`config.mk`:
```
export PLATFORM = sky130hd
export DESIGN_NAME = rng_scheduler_flat
export DESIGN_NICKNAME = d
export VERILOG_FILES = /design/src/rtl/rng_pkg.sv /design/src/rtl/rng_scheduler_if.sv /design/src/rtl/rng_scheduler_lfsr16.sv /design/src/rtl/rng_scheduler.sv /design/src/flat_wrapper.sv
export SDC_FILE = /design/constraint.sdc
export NUM_CORES = 1
export LEC_CHECK = 0
export ABC_CLOCK_PERIOD_IN_PS = 5470
export CORE_MARGIN = 5
export CORE_UTILIZATION = 60
export DETAILED_ROUTE_END_ITERATION = 16
export DONT_BUFFER_PORTS = 1
export PLACE_DENSITY = 0.76
export SLEW_MARGIN = 40
export SYNTH_ARGS = -nofsm -noshare
export SYNTH_HDL_FRONTEND = slang
export SYNTH_SLANG_ARGS = --single-unit
```
`constraint.sdc`:
```
create_clock -name posclk -period 5.47 [get_ports posclk]
set_input_delay 1.641 -clock posclk [delete_from_list [all_inputs] [get_ports posclk]]
set_output_delay 1.641 -clock posclk [all_outputs]
set_load 0.005 [all_outputs]
```
`src/rtl/rng_pkg.sv`:
```
// Shared types and constants for the game RNG scheduler: FSM states and
// the 16-bit Galois LFSR definition.
package rng_pkg;

  localparam int LFSR_W = 16;
  localparam logic [LFSR_W-1:0] LFSR_TAPS    = 16'hB400;
  localparam logic [LFSR_W-1:0] DEFAULT_SEED = 16'hACE1;

  typedef enum logic [1:0] {
    IDLE,
    DRAW,
    DELIVER
  } state_t;

  function automatic logic [LFSR_W-1:0] lfsr_step(input logic [LFSR_W-1:0] s);
    return {1'b0, s[LFSR_W-1:1]} ^ (s[0] ? LFSR_TAPS : '0);
  endfunction

endpackage

```
`src/rtl/rng_scheduler_if.sv`:
```
// Requester-side bus of the RNG scheduler: level requests and bounds in,
// one-hot grant with the delivered number out.
interface rng_scheduler_if
  import rng_pkg::*;
#(
  parameter int N_REQ = 4,
  parameter int NUM_W = 4
);
  logic [N_REQ-1:0]       req;
  logic [N_REQ*NUM_W-1:0] bound;
  logic                   reseed;
  logic [LFSR_W-1:0]      seed_in;
  logic [N_REQ-1:0]       grant;
  logic [NUM_W-1:0]       num;
  logic                   valid;
  logic                   busy;

  modport master (output req, bound, reseed, seed_in,
                  input  grant, num, valid, busy);
  modport slave  (input  req, bound, reseed, seed_in,
                  output grant, num, valid, busy);
endinterface

```
`src/rtl/rng_scheduler_lfsr16.sv`:
```
// Free-running 16-bit Galois LFSR with a synchronous load; a zero load value
// is replaced by SEED so the register can never lock up at all-zero.
module lfsr16
  import rng_pkg::*;
#(
  parameter logic [LFSR_W-1:0] SEED = DEFAULT_SEED
) (
  input  logic              posclk,
  input  logic              rst_n,
  input  logic              load,
  input  logic [LFSR_W-1:0] load_val,
  output logic [LFSR_W-1:0] q
);

  always_ff @(posedge posclk or negedge rst_n) begin
    if (!rst_n)    q <= SEED;
    else if (load) q <= (load_val == '0) ? SEED : load_val;
    else           q <= lfsr_step(q);
  end

endmodule

```
`src/rtl/rng_scheduler.sv`:
```
// Round-robin arbiter sharing one LFSR between N_REQ requesters; each grant
// draws a bounded value by rejection sampling with a capped retry count.
module rng_scheduler
  import rng_pkg::*;
#(
  parameter int                N_REQ   = 4,
  parameter int                NUM_W   = 4,
  parameter int                MAX_TRY = 8,
  parameter logic [LFSR_W-1:0] SEED    = DEFAULT_SEED
) (
  input logic             posclk,
  input logic             rst_n,
  rng_scheduler_if.slave  bus
);

  localparam int IDX_W = (N_REQ > 1) ? $clog2(N_REQ) : 1;
  localparam int TRY_W = $clog2(MAX_TRY + 1);
  localparam int unsigned NREQ_U = N_REQ;
  localparam logic [N_REQ-1:0] GRANT_LSB = N_REQ'(1);

  state_t            state;
  logic [IDX_W-1:0]  sel, rr_last, pick, j_idx;
  logic              pick_any;
  logic [NUM_W-1:0]  bnd, pick_bnd, cand, draw_val, num_q;
  logic [NUM_W-1:0]  bnd_arr [N_REQ];
  logic [TRY_W-1:0]  try_cnt;
  logic              cand_ok, draw_done;
  logic [N_REQ-1:0]  grant_q;
  logic              valid_q, busy_q;
  logic [LFSR_W-1:0] lfsr_q;
  logic              lfsr_unused;

  lfsr16 #(.SEED(SEED)) u_lfsr (
    .posclk   (posclk),
    .rst_n    (rst_n),
    .load     (bus.reseed),
    .load_val (bus.seed_in),
    .q        (lfsr_q)
  );

  assign cand        = lfsr_q[NUM_W-1:0];
  assign lfsr_unused = ^lfsr_q[LFSR_W-1:NUM_W];

  for (genvar g = 0; g < N_REQ; g++) begin : g_bnd
    assign bnd_arr[g] = bus.bound[g*NUM_W +: NUM_W];
  end

  // Search starts just past the last served requester so it ends up lowest priority.
  always_comb begin
    pick     = '0;
    pick_any = 1'b0;
    pick_bnd = '0;
    j_idx    = '0;
    for (int unsigned k = 1; k <= NREQ_U; k++) begin
      j_idx = IDX_W'((32'(rr_last) + k) % NREQ_U);
      if (!pick_any && bus.req[j_idx]) begin
        pick_any = 1'b1;
        pick     = j_idx;
        pick_bnd = bnd_arr[j_idx];
      end
    end
  end

  always_comb begin
    cand_ok   = (cand <= bnd);
    draw_done = cand_ok || (try_cnt == TRY_W'(MAX_TRY - 1));
    draw_val  = cand_ok ? cand : bnd;
  end

  // Outputs are registered on the edge entering DELIVER, so they coincide with that state.
  always_ff @(posedge posclk or negedge rst_n) begin
    if (!rst_n) begin
      state   <= IDLE;
      sel     <= '0;
      rr_last <= IDX_W'(N_REQ - 1);
      bnd     <= '0;
      try_cnt <= '0;
      num_q   <= '0;
      valid_q <= 1'b0;
      grant_q <= '0;
      busy_q  <= 1'b0;
    end else begin
      valid_q <= 1'b0;
      grant_q <= '0;
      if (bus.reseed) begin
        state  <= IDLE;
        busy_q <= 1'b0;
      end else begin
        case (state)
          IDLE: begin
            if (pick_any) begin
              sel     <= pick;
              bnd     <= pick_bnd;
              try_cnt <= '0;
              state   <= DRAW;
              busy_q  <= 1'b1;
            end
          end
          DRAW: begin
            if (draw_done) begin
              num_q   <= draw_val;
              valid_q <= 1'b1;
              grant_q <= GRANT_LSB << sel;
              rr_last <= sel;
              state   <= DELIVER;
            end else begin
              try_cnt <= try_cnt + 1'b1;
            end
          end
          DELIVER: begin
            state  <= IDLE;
            busy_q <= 1'b0;
          end
          default: begin
            state  <= IDLE;
            busy_q <= 1'b0;
          end
        endcase
      end
    end
  end

  assign bus.grant = grant_q;
  assign bus.num   = num_q;
  assign bus.valid = valid_q;
  assign bus.busy  = busy_q;

endmodule

```
`src/flat_wrapper.sv`:
```
// flat-port wrapper written by rule: the top's interface ports become plain ports
module rng_scheduler_flat import rng_pkg::*;
#(
  parameter int                N_REQ   = 4,
  parameter int                NUM_W   = 4,
  parameter int                MAX_TRY = 8,
  parameter logic [LFSR_W-1:0] SEED    = DEFAULT_SEED
)
  (posclk, rst_n, bus_req, bus_bound, bus_reseed, bus_seed_in, bus_grant, bus_num, bus_valid, bus_busy);
  rng_scheduler_if #(.N_REQ(N_REQ), .NUM_W(NUM_W)) bus_i ();
  input logic posclk;
  input logic rst_n;
  input wire logic [$bits(bus_i.req)-1:0] bus_req;
  input wire logic [$bits(bus_i.bound)-1:0] bus_bound;
  input wire logic [$bits(bus_i.reseed)-1:0] bus_reseed;
  input wire logic [$bits(bus_i.seed_in)-1:0] bus_seed_in;
  output wire logic [$bits(bus_i.grant)-1:0] bus_grant;
  output wire logic [$bits(bus_i.num)-1:0] bus_num;
  output wire logic [$bits(bus_i.valid)-1:0] bus_valid;
  output wire logic [$bits(bus_i.busy)-1:0] bus_busy;
  assign bus_i.req = bus_req;
  assign bus_i.bound = bus_bound;
  assign bus_i.reseed = bus_reseed;
  assign bus_i.seed_in = bus_seed_in;
  assign bus_grant = bus_i.grant;
  assign bus_num = bus_i.num;
  assign bus_valid = bus_i.valid;
  assign bus_busy = bus_i.busy;
  rng_scheduler #(.N_REQ(N_REQ), .NUM_W(NUM_W), .MAX_TRY(MAX_TRY), .SEED(SEED)) u_core (.posclk(posclk), .rst_n(rst_n), .bus(bus_i));
endmodule
```
==> results of run 1 <==
==> worst max path at each step <==
stage,from,endpoint,depth (start not counted),slack (ns)
global route,bus_reseed,u_core.rr_last[0]$_DFFE_PN1P_,3,2.48
finish,bus_req[1],u_core.try_cnt[2]$_DFFE_PN0P_,6,2.55
floorplan,bus_req[0],u_core.try_cnt[2]$_DFFE_PN0P_,6,2.50
detailed placement,bus_req[1],u_core.try_cnt[2]$_DFFE_PN0P_,5,2.16
CTS,bus_req[1],u_core.try_cnt[2]$_DFFE_PN0P_,5,2.47
global placement,bus_req[1],u_core.try_cnt[2]$_DFFE_PN0P_,5,2.24
==> placed cells by master, fill, tap and decap left out, drive strengths merged, types with 4 or more instances in the layout <==
cell type and n:
a21oi 15, nor4 4, dfstp 10, nor3 7, mux2 13, ha 5
mux2i 12, nand2b 6, dfrtp 30, nand2 11, o22a 12, o21ai 10
clkbuf 5, inv 8, nor2 21, nor2b 5, nand3 4, o22ai 6
==> sequential cells by signal, indices dropped and copies added (netlist names) <==
name and cells:
u_core.bnd 4, u_core.bus.busy 1, u_core.bus.grant 4, u_core.bus.num 4, u_core.bus.valid 1, u_core.rr_last 2
u_core.sel 2, u_core.state 2, u_core.try_cnt 4, u_core.u_lfsr.q 16
==> layout make-up <==
| type | count | area, µm² | area share [%] |
|---|---|---|---|
| multi-input combinational | 178 | 1270 | 50.7 |
| timing repair buffer | 1 | 7.51 | 0.301 |
| sequential | 40 | 1010 | 40.6 |
| clock inverter | 3 | 47.5 | 1.90 |
| inverter | 8 | 30.0 | 1.20 |
| tap | 50 | 62.6 | 2.51 |
| clock buffer | 5 | 68.8 | 2.76 |
==> synthesized netlist by cell type, types with 3 or more instances <==
master and number:
nor3_1 7, clkbuf_1 5, nor4_1 4, a221oi_1 3
a32oi_1 3, o22a_1 12, a21oi_1 14, inv_1 8
nand2_1 11, nor2_1 20, buf_2 7, nor2b_1 5
o22ai_1 6, nand3b_1 3, nand3_1 4, mux2i_1 12
dfstp_2 10, nand2b_1 6, dfrtp_1 30, a211oi_1 3
ha_1 5, mux2_2 13, o21ai_0 10
==> cells by family (layout without fill, tap and decap cells) <==
| kind of cell | after synthesis | in the layout | synth area share, % |
|---|---|---|---|
| adders and majority gates | 5 | 5 | 2.63 |
| AOI/OAI and AO/OA | 68 | 68 | 20.7 |
| xor gates and xnor gates | 3 | 3 | 1.10 |
| DFF | 40 | 40 | 42.5 |
| and+or+nand+nor | 77 | 77 | 17.5 |
| muxes | 25 | 25 | 11.2 |
| buffers and inverters | 23 | 17 | 4.31 |
==> where the power goes <==
part	switching, mW	internal, mW
Combinational	0.189	0.198
Clock	0.105	0.137
Sequential	0.129	0.385
Total	0.422	0.721
==> metal layers <==
layer / vias to the layer above / GRT usage (%) / routed length, µm
met5: - / 0 / 0
li1: 885 / - / -
met2: 55 / 32.6 / 2410
met3: 6 / 6.06 / 349
met4: 0 / 4.92 / 44
met1: 827 / 25.4 / 2110
==> flow_metrics.tcl, run 1 <==
set metrics [dict create \
    status "complete, no violations" \
    tns_ns 0 \
    period_share_pct 53.3 \
    top_level_ports 49 \
    start_kind "input port" \
    min_period_ns 2.92 \
    place_ws_ns 2.16 \
    tritoncts "yes" \
    path_max_fanout 11 \
    dr.pass1.iters 4 \
    hold_start "u_core.u_lfsr.q[8]$_DFF_PN0_" \
    drtAntennaViolNets 0 \
    crit_slowest_cell "a2111oi_4" \
    drtIter0Drc 142 \
    reg2regPathDepth 6 \
    die_w_um 73.0 \
    clockRootBuffer "clkbuf_8" \
    endpoint_kind "flip-flop" \
    place_area_mm2 0.00237 \
    post-place-cells 276 \
    holdPathEnd "u_core.u_lfsr.q[7]$_DFF_PN1_" \
    vdd_drop_max_mv 0.215 \
    p_total_mw 1.14 \
    r2r-start "u_core.rr_last[1]$_DFFE_PN1P_" \
    cts_buffer_depth 2 \
    dp.final_hpwl_um 3650 \
    synth_top_cells_by_area "dfrtp_1 (32%), dfstp_2 (11%), mux2_2 (6.1%)" \
    ys_warn_count 0 \
    drv_slew 0 \
    drcViolationCount 0 \
    routed_via_density 6.22 \
    critical-path-max-stage-delay_ns 0.52 \
    track_usage_pct 19.8 \
    reg2reg_to "u_core.bnd[2]$_DFFE_PN0P_" \
    htree_levels 2 \
    setup_viol 0 \
    die_h_um 73.0 \
    clk_pin_slew_ns 0.07 \
    whs_ns 0.487 \
    synth_ff_type "dfrtp_1" \
    ys_seq_elements 40 \
    syn-num-nets 285 \
    nFillCells 339 \
    yosys.area.top_type_share_pct 31.5 \
    skew_ns 0.0133 \
    cts_hold_buf 0 \
    antenna_found_initial 0 \
    drv_cap 0 \
    detail_route.wirelength_um 4910 \
    grt_max_degree 41 \
    synthToLayoutAreaGrowth_pct 4.78 \
    overflow 0 \
    fin_util_pct 63.8 \
    tightest_slew_ns 0.695 \
    grt_pass1_vias 1735 \
    min_path_type "flip-flop to flip-flop" \
    cp_top_family "simple AND/OR/NAND/NOR gates" \
    n_antenna_cell 0 \
    path_cells "nor2_1 -> a2111oi_4 -> buf_4 -> a31oi_2 -> or4b_1 -> nand2_1" \
    cts_buffers 5 \
    yosysUniqueCellTypes 54 \
    crit_type "input port to flip-flop" \
    fin_nets 278 \
    cp.required_ns 5.70 \
    cp.buffers_inverters 1 \
    synth_edf_count 0 \
    stdcell_area_mm2 0.00250 \
    synth_cells 241 \
    avgSynthCellArea_um2 9.89 \
    place_congestion 0.854 \
    syn-cell-area_mm2 0.00238 \
    clock_latency_ns 0.30 \
    wire_per_inst_um 17.2 \
    power_density_mw_per_mm2 458 \
    drive_above_1_share_pct 15.7 \
    core.rowCount 23 \
    hold_violations 0 \
    die_area_mm2 0.00533 \
    vias 1773 \
    rsz0062_at_grt "no" \
    crit_arrival_ns 3.14 \
    ys_seq_area_share_pct 42.5 \
    worst_slack_ns 2.55 \
    min_path_cells 1 \
    start_util_pct 60.9 \
    cts_resized 0 \
    postCtsSetupRepairBufs 0 \
    grt_pass1_wl_um 8240 \
    io_buffers 0 \
    final_cell_count_no_fill 285 \
    ys_async_sr_fraction_pct 100 \
    leakage_nw 1.02 \
    fmax_mhz 343 \
    cts.sinks 40 \
    synth_top_cell_by_area "dfrtp_1" \
    slew_headroom_pct 53.7 \
    core-area_mm2 0.00391 \
    r2r_slack_ns 3.13 \
]
(Power assumes the default switching activity.)
==> run 2, diff against run 1 <==
ABC_CLOCK_PERIOD_IN_PS = 2550   (was 5470)
CORE_UTILIZATION = 57   (was 60)
PLACE_DENSITY = 0.75   (was 0.76)
clock period = 2.55 ns   (was 5.47 ns; I/O delays follow)
==> run 2 against run 1 <==
Effect of this change: cell count grew 0.70%; flip-flop and latch count is the same; first-iteration DRC count grew 11%; die area grew 4.5%; clock power grew 69%; critical path depth is the same; cell area shrank 0.65%; sequential share of layout area grew 0.27 points; core utilization shrank 2.2 points; count of clock-buffer cells in the layout grew 1; highest routed layer unchanged.
==> flow_metrics.tcl, run 2 (same netlist as run 1, synthesis figures left out) <==
set metrics [dict create \
    tritoncts "yes" \
    drtIter0Drc 157 \
    r2r_slack_ns 0.24 \
    hold_violations 0 \
    seq_area_mm2 0.00101 \
    synthToLayoutAreaGrowth_pct 4.10 \
    largest_reg_flops 16 \
    path_cells "inv_1 -> ha_1 -> and4_1 -> a21oi_2 -> a21boi_1 -> mux2_2" \
    dr.pass1.iters 4 \
    period_share_pct 90.5 \
    dp.final_hpwl_um 3630 \
    status "complete, no violations" \
    antenna_found_initial 0 \
    slew_headroom_pct 52.5 \
    drtAntennaViolNets 0 \
    vdd_drop_max_mv 0.374 \
    overflow 0 \
    clk_pin_slew_ns 0.08 \
    regMostFlops "u_core.u_lfsr.q" \
    cts.sinks 40 \
    fmax_mhz 433 \
    nFillCells 351 \
    drive_above_1_share_pct 16.0 \
    n_antenna_cell 0 \
    cts_resized 0 \
    drcViolationCount 0 \
    detail_route.wirelength_um 4930 \
    startpoint "u_core.u_lfsr.q[0]$_DFF_PN1_" \
    p_total_mw 2.35 \
    drv_slew 0 \
    die_w_um 74.7 \
    min_period_ns 2.31 \
    htree_levels 2 \
    leakage_nw 1.02 \
    crit_slowest_cell "a21boi_1" \
    grt_pass1_wl_um 8440 \
    place_congestion 0.851 \
    reg2reg_to "u_core.rr_last[0]$_DFFE_PN1P_" \
    fin_nets 280 \
    wire_per_inst_um 17.2 \
    rsz0062_at_grt "no" \
    skew_ns 0.00576 \
    drv_cap 0 \
    crit_end "u_core.rr_last[0]$_DFFE_PN1P_" \
    io_buffers 0 \
    endpoint_kind "flip-flop" \
    start_kind "flip-flop" \
    core.rowCount 23 \
    crit_type "flip-flop to flip-flop" \
    tns_ns 0 \
    r2r-start "u_core.u_lfsr.q[0]$_DFF_PN1_" \
    cts_buffers 5 \
    core-area_mm2 0.00403 \
    postCtsSetupRepairBufs 0 \
    multi_input_area_mm2 0.00127 \
    power_density_mw_per_mm2 949 \
    clock_latency_ns 0.30 \
    vias 1828 \
    start_util_pct 59.1 \
    clockRootBuffer "clkbuf_8" \
    cts_buffer_depth 2 \
    setup_viol 0 \
    tightest_slew_ns 0.711 \
    path_max_fanout 11 \
    min_path_type "input port to async pin" \
    crit_arrival_ns 2.54 \
    layout_common_cells "dfrtp_1 (30), nor2_1 (20), a21oi_1 (14)" \
    cts_hold_buf 0 \
    die_h_um 74.7 \
    grt_max_degree 41 \
    die_area_mm2 0.00557 \
    top_level_ports 49 \
    grt_pass1_vias 1799 \
    cp.required_ns 2.78 \
    layout_commonest_cell "dfrtp_1" \
    reg2regPathDepth 6 \
    routed_via_density 6.37 \
    track_usage_pct 19.6 \
    critical-path-max-stage-delay_ns 0.61 \
]
## run 2: cell count changes in the layout (fill, tap and decap cells not counted), sizes merged
cell and change:
bufinv -1, buf +2, clkinvlp +1, clkbuf +1, clkinv -1
## run 2: metal layers
metal  part of all wire, %  track usage (%)
met4                   1.8             6.72
met2                    47             29.7
met5                     0                0
met3                   6.8             5.07
met1                    45             27.4
## run 2: worst min path at each step
| stage | startpoint | end | slack (ns) | depth (start not counted) |
|---|---|---|---|---|
| 3_3_place_gp | u_core.u_lfsr.q[8]$_DFF_PN0_ | u_core.u_lfsr.q[7]$_DFF_PN1_ | 0.46 | 1 |
| 3_5_place_dp | rst_n | u_core.bus.grant[3]$_DFF_PN0_ | 0.47 | 0 |
| 6_report | rst_n | u_core.bnd[1]$_DFFE_PN0P_ | 0.16 | 0 |
| 5_1_grt | rst_n | u_core.bnd[1]$_DFFE_PN0P_ | 0.13 | 0 |
| 2_1_floorplan | u_core.u_lfsr.q[12]$_DFF_PN0_ | u_core.u_lfsr.q[11]$_DFF_PN1_ | 0.45 | 1 |
| 4_1_cts | rst_n | u_core.state[1]$_DFFE_PN0P_ | 0.14 | 0 |
## run 2: critical path: cells and delay by family (launching register included)
family	cells	cell delay (ns)
multiplexers	1	0.40
buffers and inverters	1	0.06
adder cells (fa/ha/maj)	1	0.27
AO/OA/AOI/OAI	2	0.69
AND/OR/NAND/NOR	1	0.20
flip-flops	1	0.60
## run 2: stage by stage
step	instances	utilization (%)	worst slack, ns	hold slack, ns	cell area [µm²]
2_1_floorplan	241	-	0.261	0.450	2380
5_1_grt	287	61.6	0.0583	0.128	2480
3_3_place_gp	279	59.4	0.322	0.465	2390
3_5_place_dp	279	59.4	0.232	0.469	2390
6_report	287	61.6	0.243	0.158	2480
4_1_cts	287	61.6	0.219	0.140	2480
## run 2: cell type report
| cell class | count | area share [%] |
|---|---|---|
| Timing Repair Buffer | 3 | 0.908 |
| Tap cell | 50 | 2.52 |
| Clock inverter | 2 | 0.505 |
| Multi-Input combinational cell | 178 | 51.1 |
| Inverter | 8 | 1.21 |
| Sequential cell | 40 | 40.9 |
| Clock buffer | 6 | 2.93 |
## run 2: power by group
group          leakage [nW]  total, mW  switching, mW  internal [mW]
clock                0.0412      0.410          0.219          0.191
combinational         0.502      0.876          0.437          0.439
sequential            0.472       1.07          0.243          0.826
total                  1.02       2.35          0.899           1.46
==> run 3, diff against run 2 <==
CORE_UTILIZATION = 45   (was 57)
PLACE_DENSITY = default   (was 0.75)
==> run 3 against run 2 <==
Effect of this change: non-clock buffer count increased by 1; largest power group unchanged; fmax decreased by 0.50%; cell count increased by 7.3%; hold slack improved by 0.012 ns; sequential share of layout area decreased by 0.53 points; highest routed layer unchanged; largest cell class unchanged; critical endpoint unchanged; via count decreased by 1.5%.
==> flow_metrics.tcl, run 3 (same netlist as run 1, synthesis figures left out) <==
set metrics [dict create \
    status "complete, no violations" \
    grt_pass1_wl_um 8450 \
    tightest_slew_ns 0.716 \
    period_share_pct 90.9 \
    crit_type "flip-flop to flip-flop" \
    htree_levels 2 \
    hold_violations 0 \
    place_area_mm2 0.00243 \
    die_area_mm2 0.00685 \
    synthToLayoutAreaGrowth_pct 5.46 \
    clock_latency_ns 0.28 \
    tns_ns 0 \
    start_kind "flip-flop" \
    drv_slew 0 \
    layout_commonest_cell "dfrtp_1" \
    cts_buffers 5 \
    overflow 0 \
    fin_nets 281 \
    core.rowCount 26 \
    die_w_um 82.8 \
    clk_pin_slew_ns 0.08 \
    layout_common_cells "dfrtp_1 (30), nor2_1 (20), a21oi_1 (14)" \
    vdd_drop_max_mv 0.421 \
    cts_resized 0 \
    leakage_nw 1.02 \
    power_density_mw_per_mm2 940 \
    dr.pass1.iters 4 \
    detail_route.wirelength_um 5150 \
    dp.final_hpwl_um 3860 \
    start_util_pct 46.3 \
    die_h_um 82.8 \
    largest_reg_flops 16 \
    top_level_ports 49 \
    r2r_slack_ns 0.23 \
    drcViolationCount 0 \
    skew_ns 0.00462 \
    startpoint "u_core.u_lfsr.q[0]$_DFF_PN1_" \
    min_period_ns 2.32 \
    cts_buffer_depth 2 \
    crit_end "u_core.rr_last[0]$_DFFE_PN1P_" \
    clockRootBuffer "clkbuf_8" \
    regMostFlops "u_core.u_lfsr.q" \
    endpoint_kind "flip-flop" \
    grt_max_degree 41 \
    cts_hold_buf 0 \
    r2r-start "u_core.u_lfsr.q[0]$_DFF_PN1_" \
    routed_via_density 5.84 \
    cts.sinks 40 \
    n_antenna_cell 0 \
    place_congestion 0.813 \
    rsz0062_at_grt "no" \
    cp.required_ns 2.76 \
    drv_cap 0 \
    setup_viol 0 \
    postCtsSetupRepairBufs 0 \
    stdcell_area_mm2 0.00251 \
    io_buffers 0 \
    tritoncts "yes" \
    min_path_type "input port to async pin" \
    fmax_mhz 431 \
    drtAntennaViolNets 0 \
    reg2regPathDepth 6 \
    core-area_mm2 0.00514 \
    reg2reg_to "u_core.rr_last[0]$_DFFE_PN1P_" \
    crit_arrival_ns 2.53 \
    grt_pass1_vias 1761 \
    slew_headroom_pct 52.2 \
    antenna_found_initial 0 \
    wire_per_inst_um 16.7 \
    drive_above_1_share_pct 16.4 \
    path_max_fanout 11 \
    drtIter0Drc 101 \
    vias 1800 \
    track_usage_pct 16.1 \
]
[run 3: cell types whose count changed in the layout (fill, tap and decap cells not counted), sizes merged]
cell,previous run,this run
buf,3,4
[run 3: worst max-delay path, stage by stage (launching register included)]
cell      delay (ns)
dfstp_2         0.60
inv_1           0.06
ha_1            0.27
and4_1          0.20
a21oi_2         0.08
a21boi_1        0.62
mux2_2          0.41
[run 3: power by group]
group,internal (mW),switching (mW)
clock,0.191,0.212
combinational,0.447,0.488
sequential,0.824,0.200
[run 3: worst min-delay path by stage]
stage                                          endpoint                           from  slack, ns
after floorplan           u_core.u_lfsr.q[11]$_DFF_PN1_  u_core.u_lfsr.q[12]$_DFF_PN0_       0.45
after global placement     u_core.u_lfsr.q[7]$_DFF_PN1_   u_core.u_lfsr.q[8]$_DFF_PN0_       0.46
after detailed placement     u_core.bus.valid$_DFF_PN0_                          rst_n       0.47
after CTS                 u_core.try_cnt[0]$_DFFE_PN0P_                          rst_n       0.15
after global routing       u_core.u_lfsr.q[4]$_DFF_PN0_                          rst_n       0.14
final                      u_core.u_lfsr.q[8]$_DFF_PN0_                          rst_n       0.17
[run 3: metrics by stage]
step                      hold WS, ns  setup WS, ns  utilization (%)  std cells  power [mW]
after global routing            0.139        0.0584             48.9        308        2.56
after CTS                       0.155         0.218             48.9        308        2.39
after global placement          0.458         0.300             47.2        300        1.97
after floorplan                 0.450         0.261                -        241        1.77
final                           0.170         0.231             48.9        308        2.36
after detailed placement        0.469         0.236             47.2        300        1.97
[run 3: layer usage]
layer | track usage, % | routed length (µm) | up-vias
met2 | 25.1 | 2360 | 43
met1 | 22.2 | 2440 | 860
met5 | 0 | 0 | -
li1 | - | - | 892
met3 | 4.77 | 302 | 5
met4 | 3.43 | 41 | 0
[run 3: area by class of cell]
class / instances / area [µm²]
sequential: 40 / 1010
clock inverter: 2 / 12.5
fill: 518 / 2630
inverter: 8 / 30.0
clock buffer: 6 / 72.6
tap: 70 / 87.6
multi-input combinational: 178 / 1270
timing repair buffer: 4 / 30.0
